File: src/rtl/mem_io_bridge.sv
// Data-memory / memory-mapped I/O bridge: RAM vs I/O decode, LED and debounced switch
// registers, one-cycle read path. Optional 32-bit cycle timer is built when MMIO_TIMER_EN is defined.
module mem_io_bridge #(
    parameter int DATA_W       = 16,
    parameter int RAM_AW       = 14,
    parameter int DEBOUNCE_CYC = 50000
) (
    input  logic              clk,
    input  logic              reset,
    input  logic [15:0]       addr,
    input  logic [DATA_W-1:0] wr_data,
    input  logic              wr_en,
    input  logic              rd_en,
    output logic [DATA_W-1:0] rd_data,
    output logic [RAM_AW-1:0] ram_addr,
    output logic [DATA_W-1:0] ram_wdata,
    output logic              ram_we,
    input  logic [DATA_W-1:0] ram_rdata,
    input  logic [15:0]       sw_in,
    output logic [15:0]       led_out
);

    localparam logic [15:0] ADDR_LED     = 16'hFFF0;
    localparam logic [15:0] ADDR_SW      = 16'hFFF1;
    localparam logic [15:0] ADDR_TMR_LO  = 16'hFFF2;
    localparam logic [15:0] ADDR_TMR_HI  = 16'hFFF3;
    localparam logic [15:0] ADDR_TMR_CTL = 16'hFFF4;

    localparam int               DEB_W    = (DEBOUNCE_CYC > 1) ? $clog2(DEBOUNCE_CYC) : 1;
    localparam logic [DEB_W-1:0] DEB_LAST = DEB_W'(DEBOUNCE_CYC - 1);

    logic              ram_sel;
    logic              sel_ram_reg;
    logic [DATA_W-1:0] io_value;
    logic [DATA_W-1:0] io_q_reg;
    logic [15:0]       led_reg;
    logic [15:0]       sync1_reg;
    logic [15:0]       sync2_reg;
    logic [15:0]       sw_stable_reg;
    logic [DEB_W-1:0]  deb_cnt_reg;
    logic [15:0]       tmr_lo_val;
    logic [15:0]       tmr_hi_val;
    logic [15:0]       tmr_ctl_val;

    assign ram_sel   = (addr[15:12] != 4'hF);
    assign ram_addr  = addr[RAM_AW-1:0];
    assign ram_wdata = wr_data;
    assign ram_we    = wr_en & ram_sel;
    assign led_out   = led_reg;

    always_ff @(posedge clk) begin
        if (reset) begin
            led_reg <= '0;
        end else if (wr_en && addr == ADDR_LED) begin
            led_reg <= wr_data[15:0];
        end
    end

    // Switch synchronizer and debounce: a new synced value must hold for DEBOUNCE_CYC cycles.
    always_ff @(posedge clk) begin
        if (reset) begin
            sync1_reg     <= '0;
            sync2_reg     <= '0;
            sw_stable_reg <= '0;
            deb_cnt_reg   <= '0;
        end else begin
            sync1_reg <= sw_in;
            sync2_reg <= sync1_reg;
            if (sync2_reg != sw_stable_reg && deb_cnt_reg == DEB_LAST) begin
                sw_stable_reg <= sync2_reg;
                deb_cnt_reg   <= '0;
            end else if (sync1_reg != sync2_reg || sync2_reg == sw_stable_reg) begin
                deb_cnt_reg <= '0;
            end else begin
                deb_cnt_reg <= deb_cnt_reg + DEB_W'(1);
            end
        end
    end

`ifdef MMIO_TIMER_EN
    logic        run_reg;
    logic [31:0] tmr_reg;
    logic [15:0] hi_snap_reg;
    logic        ctl_wr;

    assign ctl_wr = wr_en && (addr == ADDR_TMR_CTL);

    // Clear beats increment; hi_snap samples the same counter value that TMR_LO returns.
    always_ff @(posedge clk) begin
        if (reset) begin
            run_reg     <= 1'b0;
            tmr_reg     <= '0;
            hi_snap_reg <= '0;
        end else begin
            if (ctl_wr) begin
                run_reg <= wr_data[0];
            end
            if (ctl_wr && wr_data[1]) begin
                tmr_reg <= '0;
            end else if (run_reg) begin
                tmr_reg <= tmr_reg + 32'd1;
            end
            if (rd_en && addr == ADDR_TMR_LO) begin
                hi_snap_reg <= tmr_reg[31:16];
            end
        end
    end

    assign tmr_lo_val  = tmr_reg[15:0];
    assign tmr_hi_val  = hi_snap_reg;
    assign tmr_ctl_val = {15'b0, run_reg};
`else
    logic unused_rd_en;

    assign unused_rd_en = rd_en;
    assign tmr_lo_val   = '0;
    assign tmr_hi_val   = '0;
    assign tmr_ctl_val  = '0;
`endif

    always_comb begin
        io_value = '0;
        case (addr)
            ADDR_LED:     io_value = DATA_W'(led_reg);
            ADDR_SW:      io_value = DATA_W'(sw_stable_reg);
            ADDR_TMR_LO:  io_value = DATA_W'(tmr_lo_val);
            ADDR_TMR_HI:  io_value = DATA_W'(tmr_hi_val);
            ADDR_TMR_CTL: io_value = DATA_W'(tmr_ctl_val);
            default:      io_value = '0;
        endcase
    end

    // I/O value is captured before this edge's writes land, matching BRAM read-first behaviour.
    always_ff @(posedge clk) begin
        if (reset) begin
            sel_ram_reg <= 1'b0;
            io_q_reg    <= '0;
        end else begin
            sel_ram_reg <= ram_sel;
            io_q_reg    <= io_value;
        end
    end

    assign rd_data = sel_ram_reg ? ram_rdata : io_q_reg;

endmodule
File: config.mk
export PLATFORM = sky130hd
export DESIGN_NAME = mem_io_bridge
export DESIGN_NICKNAME = d
export VERILOG_FILES = /design/src/rtl/mem_io_bridge.sv
export SDC_FILE = /design/constraint.sdc
export NUM_CORES = 1
export LEC_CHECK = 0
export ABC_CLOCK_PERIOD_IN_PS = 2200
export BUFFER_PORTS_ARGS = -buffer_cell sky130_fd_sc_hd__clkbuf_2
export CAP_MARGIN = 5
export CORE_AREA = 2 2 107 83
export CTS_BUF_LIST = sky130_fd_sc_hd__clkbuf_8
export DETAILED_ROUTE_END_ITERATION = 10
export DIE_AREA = 0 0 109 85
export GPL_ROUTABILITY_DRIVEN = 0
export PLACE_DENSITY_LB_ADDON = 0.1
export SYNTH_ARGS = -nofsm -noshare
export SYNTH_HDL_FRONTEND = slang
export SYNTH_SLANG_ARGS = --single-unit
File: constraint.sdc
create_clock -name clk -period 2.2 [get_ports clk]
set_input_delay 0.11 -clock clk [delete_from_list [all_inputs] [get_ports clk]]
set_output_delay 0.11 -clock clk [all_outputs]
set_load 0.05 [all_outputs]
==> flow_metrics.env <==
export IMPL_fp_dieArea_um2=9270
export IMPL_clk_latency_ns=0.36
export IMPL_synth_area_um2=4220
export IMPL_hpwl_mm=6.12
export IMPL_fmax_mhz=522
export IMPL_wl_per_cell_um=13.1
export IMPL_final_common_cell="clkbuf_2"
export IMPL_worst_slew_pin_slew_ns=0.840
export IMPL_setup_tns_ns=0
export IMPL_die_w_um=109
export IMPL_min_delay_start="addr[12]"
export IMPL_drtAntennaViolNets=0
export IMPL_crit_fanout=16
export IMPL_post_route_util_pct=63.4
export IMPL_worstPathArrival_ns=2.21
export IMPL_slew_limit_headroom_pct=44.0
export IMPL_final_layout_size_suffix_gt1_share_pct=30.1
export IMPL_fp_dieH_um=85
export IMPL_worstPathRequired_ns=2.49
export IMPL_clk_pin_slew_ns=0.09
export IMPL_h_tree_depth=3
export IMPL_clock_path_buffers=2
export IMPL_power_w=0.00340
export IMPL_layout_common_cells="clkbuf_2, dfxtp_1, nor2_1, nor2b_1"
export IMPL_final_nets=632
export IMPL_antennaDiodeCount=0
export IMPL_wirelength_mm=8.85
export IMPL_yosys_warnings=0
export IMPL_drc=0
export IMPL_rows=29
export IMPL_via_per_inst=4.80
export IMPL_hold_end="sel_ram_reg"
export IMPL_core_um2=8240
export IMPL_status="complete, no violations"
export IMPL_grtUsageTotal_pct=20.2
export IMPL_rr_worst_depth=5
export IMPL_leakagePower_nw=2.11
export IMPL_hold_path_class="in2reg"
export IMPL_antenna_found_initial=0
export IMPL_synth_fp_nets=512
export IMPL_cts_tree="yes"
export IMPL_drt_iter0_drc=127
export IMPL_worst_clock_skew_ns=0.00543
export IMPL_final_hold_viol_count=0
export IMPL_yosysSeqAreaShare_pct=46.0
export IMPL_ys_seq_elements=97
export IMPL_num_vias=3244
export IMPL_grt_overflow_total=0
export IMPL_worstReg2RegEnd="sw_stable_reg[15]"
export IMPL_synth_cell_types=30
export IMPL_end_kind="flop"
export IMPL_layout_setup_ws_ns=0.283
export IMPL_drv_cap=0
export IMPL_syn_instance_count=443
export IMPL_ir_drop_mv=0.535
export IMPL_synth_edf_count=0
export IMPL_slew_viol_final=0
export IMPL_ff2ff_setup_slack_ns=0.28
export IMPL_cts_root_buf="clkbuf_8"
export IMPL_holdPathStages=3
export IMPL_power_density_nw_per_um2=651
export IMPL_cts_sinks=97
export IMPL_start_util_pct=51.2
export IMPL_first_pass_iters=4
export IMPL_numCtsBuffers=9
export IMPL_grt_max_degree=98
export IMPL_min_period_ns=1.92
export IMPL_finalSetupViolCount=0
export IMPL_synth_top_flop_cell="dfxtp_1"
export IMPL_grt_pass1_wl_mm=14.6
export IMPL_grt_pass1_vias=3152
export IMPL_port_buffers=129
export IMPL_fin_crit_sh_pct=87.1
export IMPL_pin_count=131
export IMPL_post_place_ws_ns=0.192
export IMPL_rsz0062_at_grt="no"
export IMPL_syn_avg_cell_area_um2=9.52
export IMPL_r2r_start="deb_cnt_reg[11]"
export IMPL_worstSetupStartpointType="flop"
export IMPL_path_class="reg2reg"
export IMPL_synthToLayoutAreaGrowth_pct=23.7
export IMPL_ys_async_sr_fraction_pct=0
==> worst max path at each step <==
stage,slack (ns),end,start,depth (start not counted)
floorplan,0.42,sw_stable_reg[10],deb_cnt_reg[11],6
global route,0.17,sw_stable_reg[15],deb_cnt_reg[11],5
CTS,0.17,deb_cnt_reg[8],sync2_reg[8],5
finish,0.28,sw_stable_reg[15],deb_cnt_reg[11],5
detailed placement,0.19,deb_cnt_reg[8],sync2_reg[15],5
global placement,0.26,deb_cnt_reg[8],sync2_reg[10],5
==> routing by layer <==
layer / vias to the layer above / track usage (%) / wire (µm)
met2: 55 / 34.5 / 4360
met4: 0 / 4.90 / 63
met3: 6 / 6.07 / 362
li1: 1684 / - / -
met5: - / 0 / 0
met1: 1499 / 24.9 / 4060
==> worst max-delay path, cell delays in order (launching register included) <==
cell     delay, ns
dfxtp_1       0.35
or4_4         0.55
nor4_2        0.32
nor2b_2       0.24
buf_12        0.19
mux2i_1       0.20
==> synthesized netlist by cell type (8+ instances only) <==
cell      count  area (µm²)
dfxtp_1      97        1940
xnor2_1      24         210
nand3_1      24         120
a22oi_1      16         120
buf_4        31         233
mux2_2       16         180
nand2_1      20        75.1
xor2_1       22         193
nor2b_1      35         219
mux2i_1      16         160
nor2_1       37         139
clkbuf_1     19        71.3
nand2b_1     32         200
a21oi_1      16        80.1
nand4_1       8        50.1
==> cells by family after synthesis <==
| group | count (synthesis) | share of synthesized area, % |
|---|---|---|
| buf+inv | 58 | 8.48 |
| simple gates | 177 | 22.8 |
| fa+ha+maj | 1 | 0.297 |
| mux | 32 | 8.07 |
| flops | 97 | 46.0 |
| xor+xnor | 46 | 9.55 |
| compound gates | 32 | 4.75 |
==> metrics by stage <==
stage / cell area, µm² / std cells / hold WS [ns]
after floorplan: 4220 / 443 / 0.238
after global placement: 4700 / 628 / 0.318
after detailed placement: 4700 / 628 / 0.324
after CTS: 5220 / 676 / 0.118
after global routing: 5220 / 676 / 0.168
final: 5220 / 676 / 0.131
==> timing repair <==
item | in CTS | in global routing
buffers inserted | 0 | 0
hold endpoints to repair | 32 | 0
hold buffers | 32 | 0
resized for setup | 0 | 1
setup endpoints to repair | 0 | 16
==> where the power goes <==
group | internal, W | switching, W | leakage, nW
clock network | 0.000523 | 0.000613 | 0.0912
logic | 0.000179 | 0.000279 | 1.23
registers | 0.00178 | 0.0000238 | 0.788
total | 0.00248 | 0.000916 | 2.11
==> final cells by class <==
type                            instances  area [µm²]
Sequential cell                        97        1940
Multi-Input combinational cell        288        1930
Timing Repair Buffer                  166        1020
Fill cell                             737        3020
Tap cell                              108         135
Clock inverter                          7        71.3
Inverter                                1        3.75
Clock buffer                            9         124
Power figures use the tool's default switching activity.
